## src/rtl/if_id_stage.sv

```systemverilog
// IF/ID pipeline register with load-use hazard detection, branch/jump flush
// bubbles and saturating stall/flush counters for performance debug.
module if_id_stage #(
    parameter logic [31:0] NOP   = 32'h0000_0013,
    parameter int          CNT_W = 16
) (
    input  logic             clk,
    input  logic             reset,
    input  logic [31:0]      Instruction_if,
    input  logic [31:0]      PC,
    input  logic             IF_flush,
    input  logic             ID_EX_MemRead,
    input  logic [4:0]       ID_EX_rd,
    output logic [31:0]      Instruction_id,
    output logic [31:0]      PC_id,
    output logic             Valid_id,
    output logic             IFWrite,
    output logic             Stall,
    output logic [CNT_W-1:0] StallCount,
    output logic [CNT_W-1:0] FlushCount
);

    localparam logic [6:0] OP_IMM    = 7'b0010011;
    localparam logic [6:0] OP_LOAD   = 7'b0000011;
    localparam logic [6:0] OP_JALR   = 7'b1100111;
    localparam logic [6:0] OP_REG    = 7'b0110011;
    localparam logic [6:0] OP_STORE  = 7'b0100011;
    localparam logic [6:0] OP_BRANCH = 7'b1100011;

    localparam logic [CNT_W-1:0] CNT_MAX = '1;

    logic [31:0]      instr_q, instr_d;
    logic [31:0]      pc_q, pc_d;
    logic             valid_q, valid_d;
    logic [CNT_W-1:0] stall_cnt_q, stall_cnt_d;
    logic [CNT_W-1:0] flush_cnt_q, flush_cnt_d;

    logic [6:0] opcode;
    logic [4:0] rs1, rs2;
    logic       rs1_used, rs2_used;
    logic       stall;

    assign opcode = instr_q[6:0];
    assign rs1    = instr_q[19:15];
    assign rs2    = instr_q[24:20];

    always_comb begin
        rs1_used = 1'b0;
        rs2_used = 1'b0;
        unique case (opcode)
            OP_IMM, OP_LOAD, OP_JALR:     rs1_used = 1'b1;
            OP_REG, OP_STORE, OP_BRANCH: begin
                rs1_used = 1'b1;
                rs2_used = 1'b1;
            end
            default: ;
        endcase
    end

    // Only registered state and ID/EX inputs feed the hazard, keeping fetch off this path.
    assign stall = valid_q && ID_EX_MemRead && (ID_EX_rd != 5'd0) &&
                   ((rs1_used && (rs1 == ID_EX_rd)) || (rs2_used && (rs2 == ID_EX_rd)));

    // NOTE: every always_comb output gets a default first so no latch is inferred.
    always_comb begin
        instr_d     = instr_q;
        pc_d        = pc_q;
        valid_d     = valid_q;
        stall_cnt_d = stall_cnt_q;
        flush_cnt_d = flush_cnt_q;
        if (stall) begin
            if (stall_cnt_q != CNT_MAX) stall_cnt_d = stall_cnt_q + 1'b1;
        end else if (IF_flush) begin
            instr_d = NOP;
            pc_d    = PC;
            valid_d = 1'b0;
            if (flush_cnt_q != CNT_MAX) flush_cnt_d = flush_cnt_q + 1'b1;
        end else begin
            instr_d = Instruction_if;
            pc_d    = PC;
            valid_d = 1'b1;
        end
    end

    // NOTE: state registers use non-blocking assignments so every flop samples pre-edge values.
    always_ff @(posedge clk or negedge reset) begin
        if (!reset) begin
            instr_q     <= NOP;
            pc_q        <= '0;
            valid_q     <= 1'b0;
            stall_cnt_q <= '0;
            flush_cnt_q <= '0;
        end else begin
            instr_q     <= instr_d;
            pc_q        <= pc_d;
            valid_q     <= valid_d;
            stall_cnt_q <= stall_cnt_d;
            flush_cnt_q <= flush_cnt_d;
        end
    end

    assign Instruction_id = instr_q;
    assign PC_id          = pc_q;
    assign Valid_id       = valid_q;
    assign Stall          = stall;
    assign IFWrite        = ~stall;
    assign StallCount     = stall_cnt_q;
    assign FlushCount     = flush_cnt_q;

endmodule

```

## config.mk

```make
export PLATFORM = sky130hd
export DESIGN_NAME = if_id_stage
export DESIGN_NICKNAME = d
export VERILOG_FILES = /design/src/rtl/if_id_stage.sv
export SDC_FILE = /design/constraint.sdc
export NUM_CORES = 1
export LEC_CHECK = 0
export ABC_AREA = 1
export BUFFER_PORTS_ARGS = -buffer_cell sky130_fd_sc_hd__buf_2
export CAP_MARGIN = 15
export CELL_PAD_IN_SITES_DETAIL_PLACEMENT = 1
export CELL_PAD_IN_SITES_GLOBAL_PLACEMENT = 1
export CORE_MARGIN = 5
export CORE_UTILIZATION = 38
export DETAILED_ROUTE_END_ITERATION = 10
export HOLD_SLACK_MARGIN = 0.03
export PLACE_DENSITY_LB_ADDON = 0.1
export SETUP_SLACK_MARGIN = 0.1
export SYNTH_ARGS = -nofsm -noshare
export SYNTH_HDL_FRONTEND = slang
export SYNTH_SLANG_ARGS = --single-unit
```

## constraint.sdc

```tcl
create_clock -name clk -period 5.2 [get_ports clk]
set_clock_uncertainty 0.2 [all_clocks]
set_input_delay 0.52 -clock clk [delete_from_list [all_inputs] [get_ports clk]]
set_output_delay 0.52 -clock clk [all_outputs]
set_load 0.03 [all_outputs]
```

==> results of run 1 <==
-- worst min path at each step --
stage / start / endpoint / slack [ns]
after CTS: Instruction_if[0] / Instruction_id[0] / 0.15
final: PC[7] / PC_id[7] / 0.16
after floorplan: reset / FlushCount[0] / 0.02
after global placement: PC_id[30] / PC_id[30] / 0.25
after global routing: Instruction_if[0] / Instruction_id[0] / 0.15
after detailed placement: PC_id[19] / PC_id[19] / 0.26
-- sequential cells by signal (all words and copies together), names as in the netlist --
signal	flops
Instruction_id	32
StallCount	16
FlushCount	16
Valid_id	1
PC_id	32
-- power by group --
part	internal [mW]	leakage (nW)	switching, mW	total [mW]
clock network	0.431	0.160	0.314	0.745
registers	0.800	1.23	0.0494	0.849
logic	0.0951	2.05	0.204	0.299
-- metal layers --
metal,vias up,wire (um),global-route usage
li1,2343,-,-
met1,2393,6670,0.258
met2,127,7870,0.365
met3,21,957,0.0604
met4,2,235,0.0644
met5,-,13,0
-- final cells by class --
cell class | count | share of cell area
Sequential cell | 97 | 0.393
Multi-Input combinational cell | 476 | 0.350
Timing Repair Buffer | 174 | 0.143
Clock buffer | 10 | 0.0371
Tap cell | 172 | 0.0348
Inverter | 41 | 0.0253
Clock inverter | 6 | 0.0158
Antenna cell | 1 | 0.000405
-- critical path, cell delays in order (launching register included) --
cell and delay, ns:
dfstp_2 0.55, nand2_1 0.12, nand3_1 0.11, nor2_1 0.04
nand3_1 0.07, nand2_1 0.10, nand2_4 0.09, buf_4 0.69
buf_2 0.34
-- synth_stat cells (all sizes together) --
| library cell | instances |
|---|---|
| nor2 | 40 |
| nand3 | 53 |
| nand3b | 1 |
| inv | 41 |
| dfstp | 3 |
| xor2 | 11 |
| nand2 | 296 |
| nand4 | 38 |
| o21ai | 17 |
| clkbuf | 7 |
| nor3 | 6 |
| ha | 2 |
| nor3b | 1 |
| buf | 20 |
| xnor2 | 9 |
| or2 | 2 |
| dfrtp | 94 |
-- repair_timing --
item                      CTS  global route
buffers inserted            0             0
hold buffers                1             0
hold endpoints to repair    1             0
-- cells in the final DEF (no fill, tap or decap), types with 3 or more instances in the layout --
master	Yosys	routed
nand4_1	36	36
buf_4	1	3
xor2_1	11	11
clkbuf_16	0	9
buf_2	9	170
nand3_1	50	50
xnor2_1	9	9
dfstp_2	3	3
nor3_1	6	6
nand3_2	3	3
inv_2	3	3
dfrtp_1	94	94
nor2_1	38	38
o21ai_0	17	17
nand2_1	295	294
inv_6	0	3
inv_1	37	37
-- cell families (layout without fill, tap and decap cells) --
| logic type | Yosys count | in the layout | share of synthesized area |
|---|---|---|---|
| flops | 97 | 97 | 0.493 |
| buf+inv | 68 | 231 | 0.0691 |
| compound gates | 17 | 17 | 0.0173 |
| xor+xnor | 20 | 20 | 0.0355 |
| fa+ha+maj | 2 | 2 | 0.00508 |
| simple gates | 437 | 437 | 0.380 |
| other cells | 0 | 1 | 0 |
-- metrics by stage --
stage / instance area [um2] / hold slack (ns) / setup slack, ns / std cells / util
floorplan: 4930 / 0.0244 / 3.00 / 641 / -
global placement: 5840 / 0.250 / 2.25 / 959 / 0.461
detailed placement: 5840 / 0.258 / 2.16 / 959 / 0.461
CTS: 6180 / 0.150 / 1.96 / 976 / 0.488
global route: 6180 / 0.152 / 1.78 / 977 / 0.488
finish: 6180 / 0.161 / 1.98 / 977 / 0.488
==> key figures, run 1 <==
Status
  – Status: finished, final reports clean

Routing
  – Vias: 4886
  – Final ANT Viol Nets: 0
  – Vias per cell: 5.00
  – Number of detailed-route iterations in the first pass: 4
  – Final wirelength: 15700 um
  – Initial DRC count: 234
  – Wire length per cell: 16.1 um
  – Detailed-route DRC error count: 0

Critical path
  – Worst R2R Setup Slack: 2.32 ns
  – CP arrival: 2.50 ns
  – CP required: 4.48 ns
  – Crit path to: IFWrite
  – Reg2reg start: Instruction_id[4]
  – Setup crit end kind: output port
  – Crit start category: flop
  – Crit Path Category: flop to output port
  – Worst reg-to-reg path cell count: 10
  – Maximum fanout along the worst path: 91
  – R2R Path End: FlushCount[1]
  – Worst setup path start: Instruction_id[4]

Final layout
  – Area of the multi-input gates: 2160 um2
  – NumNets Final: 874
  – Filler instances: 1670
  – Layout Area Growth over Synthesis: 25.4%
  – Register area: 2430 um2
  – Share of cells above drive strength 1: 0.257

Floorplanning
  – Number of placed I/O pins: 172
  – Core area: 12700 um2
  – Die Height: 124 um
  – Die width: 124 um
  – Cell row count: 41
  – Die area: 15300 um2
  – Starting Density: 0.389

STA
  – Tightest Pin Transition: 1.06 ns
  – Final Hold Fails: 0
  – Unrepaired setup endpoints after global routing: false
  – Max Freq: 0.311 GHz
  – Final worst-path cycle share: 0.619
  – Rel. slew slack: 0.291
  – Setup TNS: 0 ns
  – Slew Limit Fails: 0
  – Setup violators final: 0
  – Post-layout minimum cycle time: 3.22 ns

Synth
  – Post-Syn Instances: 641
  – Syn_nets: 716
  – Area leader, netlist: dfrtp_1
  – Yosys top cell area share: 0.477
  – Total number of yosys warnings: 0
  – Sequential fraction of the synthesis area: 0.493
  – Synthesized area per cell: 7.69 um2
  – Synth unique cells: 26
  – Largest cells by area after synthesis: dfrtp_1, nand2_1, nand3_1
  – Flops & latches, synth: 97
  – Mapped Area: 4930 um2

CTS
  – Cts repair resizes: 0
  – Clock transition at path regs: 0.08 ns
  – CTS tree: built
  – CTS Sinks: 97
  – CTS buffer count: 9
  – Root Buffer: clkbuf_16
  – Clock latency on the worst-skew pair: 0.35 ns
  – Htree depth: 3
  – Clk buf depth: 2

Placed design
  – Port-buffer cells: 171
  – GPL Wtd Cong: 0.844
  – DPL Wire Length: 11500 um

GRT
  – First-pass GRT wire length: 25600 um
  – Total track usage: 0.212
  – Initial antenna violation count: 2
  – Largest net degree at the start of global routing: 92
  – Total gr overflow: 0
  – Vias in the first global route: 5233

Power and ir drop
  – Peak supply drop: 133 uV
  – Overall power: 1.89 mW
  – Pwr per Cell Area: 306 nW/um2
  – Leak: 3.44 nW

Job
  – Max cap viols: 0

Hold path
  – Hold Path Cell Cnt: 3
  – Hold Crit Class: primary input to flop
(Power assumes the default switching activity.)
==> inputs of run 2 (changes only) <==
--- a/config.mk
+++ b/config.mk
@@ -11,7 +11,7 @@
 export CELL_PAD_IN_SITES_DETAIL_PLACEMENT = 1
 export CELL_PAD_IN_SITES_GLOBAL_PLACEMENT = 1
 export CORE_MARGIN = 5
-export CORE_UTILIZATION = 38
+export CORE_UTILIZATION = 36
 export DETAILED_ROUTE_END_ITERATION = 10
 export HOLD_SLACK_MARGIN = 0.03
 export PLACE_DENSITY_LB_ADDON = 0.1
==> constraint.sdc (replaced) <==
create_clock -name clk -period 3.03 [get_ports clk]
set_clock_uncertainty 0.2 [all_clocks]
set_input_delay 0.303 -clock clk [delete_from_list [all_inputs] [get_ports clk]]
set_output_delay 0.303 -clock clk [all_outputs]
set_load 0.03 [all_outputs]
==> run 2 against run 1 <==
Effect of this change: combinational power is 97% higher; total power is 72% higher; first-iteration DRC count is 23% higher; critical path depth unchanged; highest routed layer is now met4.
==> key figures, run 2 (synthesized netlist as in run 1, its figures left out) <==
STA
  – Post-layout minimum cycle time: 2.55 ns
  – Setup TNS: 0 ns (unchanged)
  – Min Hold Slack: 0.139 ns (was 0.161 ns)
  – Final worst-path cycle share: 0.840
  – Slew Limit Fails: 0 (unchanged)
  – Unrepaired setup endpoints after global routing: false (unchanged)
  – Tightest Pin Transition: 0.585 ns (was 1.06 ns)
  – Max Freq: 0.393 GHz
  – Final Hold Fails: 0 (unchanged)
  – Setup violators final: 0 (unchanged)
  – Rel. slew slack: 0.610 (was 0.291)

Final layout
  – Leading cell type in the layout, fill and taps excluded: nand2_1 (unchanged)
  – Share of cells above drive strength 1: 0.245 (was 0.257)
  – Layout Area Growth over Synthesis: 39.4% (was 25.4%)
  – Commonest non-fill, non-tap cells in the layout: nand2_1, buf_2, dfrtp_1 (unchanged)
  – NumNets Final: 944 (was 874)

Critical path
  – Crit path max-delay family: buffers and inverters (unchanged)
  – Worst reg-to-reg path cell count: 10 (unchanged)
  – Setup crit end kind: output port (unchanged)
  – R2R Path End: Instruction_id[17] (was FlushCount[1])
  – Critical-path cell list: nand2_1 -> nand3_1 -> nor2_1 -> nand3_1 -> nand2_1 -> nand2_4 -> buf_4 -> buf_2 (unchanged)
  – CP required: 2.53 ns (was 4.48 ns)
  – Bufs and invs on worst path: 2 (unchanged)
  – CP arrival: 2.04 ns (was 2.50 ns)
  – CP max-delay cell: dfstp_2 (was buf_4)
  – Maximum fanout along the worst path: 32 (was 91)
  – Reg2reg start: Instruction_id[4] (unchanged)
  – Crit Path Category: flop to output port (unchanged)
  – Slowest stage delay, CP: 0.54 ns (was 0.69 ns)
  – Crit start category: flop (unchanged)
  – Worst R2R Setup Slack: 0.76 ns (was 2.32 ns)

Routing
  – Number of detailed-route iterations in the first pass: 4 (unchanged)
  – Initial DRC count: 287 (was 234)
  – Vias: 5122 (was 4886)
  – Detailed-route DRC error count: 0 (unchanged)
  – Final wirelength: 17000 um (was 15700 um)
  – Final ANT Viol Nets: 0 (unchanged)
  – Vias per cell: 4.87 (was 5.00)
  – Wire length per cell: 16.2 um (was 16.1 um)

Power and ir drop
  – Comb power frac: 0.181 (was 0.158)
  – Peak supply drop: 269 uV (was 133 uV)
  – Reg power frac: 0.447 (was 0.449)
  – Net Sw Power: 0.984 mW (was 0.567 mW)
  – Internal Power: 2.27 mW (was 1.33 mW)
  – Pwr per Cell Area: 473 nW/um2 (was 306 nW/um2)
  – Net Sw Frac: 0.303 (was 0.300)
  – Clock power frac: 0.372 (was 0.394)
  – Leak: 3.73 nW (was 3.44 nW)

GRT
  – Total track usage: 0.218 (was 0.212)
  – Vias in the first global route: 5632 (was 5233)
  – First-pass GRT wire length: 28500 um (was 25600 um)
  – Largest net degree at the start of global routing: 56 (was 92)
  – Total gr overflow: 0 (unchanged)
  – Initial antenna violation count: 0 (was 2)

CTS
  – CTS Sinks: 97 (unchanged)
  – CTS buffer count: 9 (unchanged)
  – Clock latency on the worst-skew pair: 0.35 ns (about the same)
  – CTS tree: built (unchanged)
  – Root Buffer: clkbuf_16 (unchanged)
  – Htree depth: 3 (unchanged)
  – Clk buf depth: 2 (unchanged)
  – Clock transition at path regs: 0.07 ns (was 0.08 ns)

Job
  – Max cap viols: 0 (unchanged)

Hold path
  – Hold_sp: IF_flush (was PC[7])
  – Hold Path Cell Cnt: 2 (was 3)
  – Hold Path Sink: Valid_id (was PC_id[7])
  – Hold Crit Class: primary input to flop (unchanged)

Floorplanning
  – Die Height: 127 um (was 124 um)
  – Starting Density: 0.369 (was 0.389)
  – Die width: 127 um (was 124 um)
  – Die area: 16100 um2 (was 15300 um2)
  – Cell row count: 42 (was 41)
  – Core area: 13300 um2 (was 12700 um2)
  – Number of placed I/O pins: 172 (unchanged)

Status
  – Status: finished, final reports clean (unchanged)

Placed design
  – Port-buffer cells: 171 (unchanged)
  – GPL Wtd Cong: 0.835 (was 0.844)
  – DPL Wire Length: 11600 um (was 11500 um)
## run 2: changes by cell type in the layout (fill, tap and decap cells not counted)
cell / change
dlygate4sd3_1: +64
buf_4: +5
buf_12: +1
bufinv_16: -1
clkbuf_1: -1
clkbuf_8: +1
clkinv_4: +1
clkinvlp_4: +1
inv_8: -1
## run 2: final cells by class
type,count,area [um2]
tap,176,220
antenna,1,2.50
timing repair buffer,244,1580
sequential,97,2430
fill,1693,6480
clock buffer,10,239
inverter,41,156
clock inverter,6,72.6
multi-input combinational,476,2160
## run 2: layer usage
metal	wire length, um	track usage	share of wire
met1	6860	0.254	0.40
met2	8810	0.389	0.52
met3	1040	0.0572	0.061
met4	327	0.0726	0.019
met5	0	0	0
## run 2: worst register-to-register path, cell delays in order (launching register included)
cell,delay (ns)
dfstp_2,0.54
nand2_1,0.10
nand3_1,0.10
nor2_1,0.05
nand3_1,0.08
nand2_1,0.10
nand2_4,0.11
buf_4,0.29
buf_4,0.38
nand3_1,0.13
o21ai_0,0.10
## run 2: what timing repair did
| item | CTS | global route |
|---|---|---|
| hold endpoints to repair | 106 | 0 |
| resized for setup | 0 | 0 |
| buffers inserted | 0 | 0 |
| hold buffers | 65 | 0 |
## run 2: through the flow
step / util / power, mW / cell area [um2] / std cells / setup WS [ns]
after floorplan: - / 1.78 / 4930 / 641 / 1.01
after global placement: 0.442 / 1.98 / 5900 / 969 / 0.846
after detailed placement: 0.442 / 2.00 / 5900 / 969 / 0.773
after CTS: 0.514 / 3.29 / 6870 / 1050 / 0.460
after global routing: 0.514 / 3.40 / 6870 / 1050 / 0.310
final: 0.515 / 3.25 / 6870 / 1051 / 0.485
## run 2: how the worst max path moves through the flow
| stage | startpoint | endpoint | slack [ns] | cells after the start |
|---|---|---|---|---|
| 2_1_floorplan | FlushCount[0] | FlushCount[5] | 1.01 | 7 |
| 3_3_place_gp | FlushCount[0] | FlushCount[14] | 0.85 | 7 |
| 3_5_place_dp | FlushCount[0] | FlushCount[2] | 0.77 | 7 |
| 4_1_cts | Instruction_id[4] | IFWrite | 0.46 | 8 |
| 5_1_grt | Instruction_id[6] | Stall | 0.31 | 8 |
| 6_report | Instruction_id[4] | IFWrite | 0.48 | 8 |
## run 2: power groups by stage
stage	Clock, mW	Combinational (mW)	Sequential, mW
3_5_place_dp	0	0.523	1.48
5_1_grt	1.29	0.641	1.47
3_3_place_gp	0	0.509	1.47
2_1_floorplan	0	0.157	1.62
6_report	1.21	0.588	1.45
4_1_cts	1.25	0.589	1.45
==> inputs of run 3 (changes only) <==
==> constraint.sdc (replaced) <==
create_clock -name clk -period 2.4 [get_ports clk]
set_clock_uncertainty 0.2 [all_clocks]
set_input_delay 0.24 -clock clk [delete_from_list [all_inputs] [get_ports clk]]
set_output_delay 0.24 -clock clk [all_outputs]
set_load 0.03 [all_outputs]
==> run 3 against run 2 <==
Effect of this change: first-iteration DRC count shrank 18%; setup slack lost 0.32 ns; die area is the same; global-route usage is essentially flat; cell area grew 2.0%; via count grew 1.7%; core utilization grew 1.0 points; clock-buffer cell count grew 2; clock power grew 34%; sequential power grew 27%; hold slack lost 0.054 ns.
==> key figures, run 3 (synthesized netlist as in run 1, its figures left out) <==
Power and ir drop
  – Pwr per Cell Area: 601 nW/um2 (was 473 nW/um2)
  – Net Sw Power: 1.22 mW (was 0.984 mW)
  – Net Sw Frac: 0.290 (was 0.303)
  – Leak: 3.80 nW (was 3.73 nW)
  – Peak supply drop: 301 uV (was 269 uV)
  – Internal Power: 2.99 mW (was 2.27 mW)
  – Comb power frac: 0.178 (was 0.181)
  – Clock power frac: 0.385 (was 0.372)
  – Reg power frac: 0.437 (was 0.447)

STA
  – Rel. slew slack: 0.725 (was 0.610)
  – Final Hold Fails: 0 (unchanged)
  – Slew Limit Fails: 0 (unchanged)
  – Post-layout minimum cycle time: 2.23 ns
  – Setup ws final: 0.165 ns (was 0.485 ns)
  – Final worst-path cycle share: 0.931
  – Unrepaired setup endpoints after global routing: true (was false)
  – Setup violators final: 0 (unchanged)
  – Tightest Pin Transition: 0.410 ns (was 0.585 ns)
  – Max Freq: 0.448 GHz
  – Setup TNS: 0 ns (unchanged)

Job
  – Max cap viols: 0 (unchanged)

Hold path
  – Hold Path Cell Cnt: 2 (unchanged)
  – Hold Crit Class: primary input to flop (unchanged)

Critical path
  – Crit start category: flop (unchanged)
  – CP required: 1.96 ns (was 2.53 ns)
  – Maximum fanout along the worst path: 14 (was 32)
  – Crit Path Category: flop to output port (unchanged)
  – Worst reg-to-reg path cell count: 10 (unchanged)
  – CP arrival: 1.79 ns (was 2.04 ns)
  – Setup crit end kind: output port (unchanged)
  – CP max-delay cell: dfstp_2 (unchanged)
  – Critical-path cell list: nand3_1 -> nor3b_2 -> nand2_4 -> buf_6 -> buf_4 (was nand2_1 -> nand3_1 -> nor2_1 -> nand3_1 -> nand2_1 -> nand2_4 -> buf_4 -> buf_2)
  – Slowest stage delay, CP: 0.55 ns (was 0.54 ns)

Floorplanning
  – Number of placed I/O pins: 172 (unchanged)
  – Core area: 13300 um2 (unchanged)
  – Die width: 127 um (unchanged)
  – Die Height: 127 um (unchanged)
  – Cell row count: 42 (unchanged)
  – Die area: 16100 um2 (unchanged)
  – Starting Density: 0.369 (unchanged)

Final layout
  – Fin cells: 1062 (was 1051)
  – Share of cells above drive strength 1: 0.260 (was 0.245)
  – Layout Area Growth over Synthesis: 42.2% (was 39.4%)
  – Leading cell type in the layout, fill and taps excluded: nand2_1 (unchanged)
  – Filler instances: 1672 (was 1693)
  – NumNets Final: 956 (was 944)
  – Commonest non-fill, non-tap cells in the layout: nand2_1, buf_2, dfrtp_1 (unchanged)
  – Final Instance Area: 7010 um2 (was 6870 um2)
  – Ant diodes: 0 (was 1)

CTS
  – Clock latency on the worst-skew pair: 0.35 ns (about the same)
  – CTS buffer count: 9 (unchanged)
  – CTS Sinks: 97 (unchanged)
  – Clk buf depth: 2 (unchanged)
  – Htree depth: 3 (unchanged)
  – CTS tree: built (unchanged)
  – Root Buffer: clkbuf_16 (unchanged)
  – Clock transition at path regs: 0.07 ns (about the same)

GRT
  – First-pass GRT wire length: 28500 um (about the same)
  – Total track usage: 0.218 (about the same)
  – Initial antenna violation count: 0 (unchanged)
  – Vias in the first global route: 5684 (was 5632)
  – Total gr overflow: 0 (unchanged)
  – Largest net degree at the start of global routing: 43 (was 56)

Placed design
  – Placed Instances: 977 (was 969)
  – Port-buffer cells: 171 (unchanged)
  – Placed instance area: 5960 um2 (was 5900 um2)
  – GPL Wtd Cong: 0.814 (was 0.835)
  – Pre-CTS setup slack: 0.292 ns (was 0.773 ns)
  – DPL Wire Length: 11800 um (was 11600 um)

Routing
  – Vias: 5210 (was 5122)
  – Number of detailed-route iterations in the first pass: 4 (unchanged)
  – Initial DRC count: 236 (was 287)
  – Detailed-route DRC error count: 0 (unchanged)
  – Vias per cell: 4.91 (was 4.87)
  – Final ANT Viol Nets: 0 (unchanged)
  – Final wirelength: 17000 um (about the same)
  – Wire length per cell: 16.0 um (was 16.2 um)

Status
  – Status: finished, final reports clean (unchanged)
-- run 3: changes by cell type in the layout (fill, tap and decap cells not counted), sizes merged --
cell      previous run  this run
buf                179       191
bufinv               1         2
clkbuf              10        12
clkinv               1         0
clkinvlp             1         2
diode                1         0
inv                 44        41
-- run 3: path summary, 6_finish.rpt --
check	to	from	slack (ns)
min in group asynchronous	Instruction_id[19]	reset	0.16
worst min register to register	PC_id[18]	PC_id[18]	0.27
worst min-delay path	Valid_id	IF_flush	0.08
max in group asynchronous	PC_id[24]	reset	1.10
worst max-delay path	IFWrite	Instruction_id[1]	0.17
worst max register to register	Instruction_id[0]	Instruction_id[4]	0.24
-- run 3: per-stage QoR --
stage / total power, mW / utilization / hold WS (ns)
after global placement: 2.51 / 0.447 / -0.0105
final: 4.21 / 0.525 / 0.0850
after detailed placement: 2.53 / 0.447 / -0.0101
after CTS: 4.24 / 0.522 / 0.0595
after global routing: 4.39 / 0.525 / 0.0898
after floorplan: 2.24 / - / -0.256
-- run 3: worst max-delay path: cells and delay by family, from the launching register on --
family | cells | cell delay (ns)
and+or+nand+nor | 3 | 0.54
buffers and inverters | 2 | 0.34
DFF | 1 | 0.55
-- run 3: cell type report --
cell class                      instances  area (um2)  area share
Clock buffer                           12         256      0.0366
Clock inverter                          4        75.1      0.0107
Inverter                               41         161      0.0230
Multi-Input combinational cell        476        2180       0.311
Sequential cell                        97        2430       0.347
Tap cell                              176         220      0.0314
Timing Repair Buffer                  256        1680       0.240
-- run 3: timing repair --
action                                  4_1_cts  5_1_grt
hold buffers                                 65        0
buffers inserted                              1        3
endpoints found under the hold margin       131        0
gates resized for setup                       4        8
endpoints found under the setup margin        2       34
pin swaps                                     1        0
-- run 3: layer usage --
metal | vias to the layer above | track usage | routed length [um]
li1 | 2510 | - | -
met1 | 2534 | 0.262 | 6980
met2 | 132 | 0.381 | 8640
met3 | 34 | 0.0447 | 923
met4 | 0 | 0.0877 | 476
met5 | - | 0 | 0
-- run 3: power groups by stage --
stage / combinational [mW] / sequential, mW / clock (mW)
floorplan: 0.198 / 2.04 / 0
global placement: 0.650 / 1.86 / 0
detailed placement: 0.664 / 1.87 / 0
CTS: 0.748 / 1.84 / 1.65
global route: 0.819 / 1.85 / 1.72
finish: 0.751 / 1.84 / 1.62
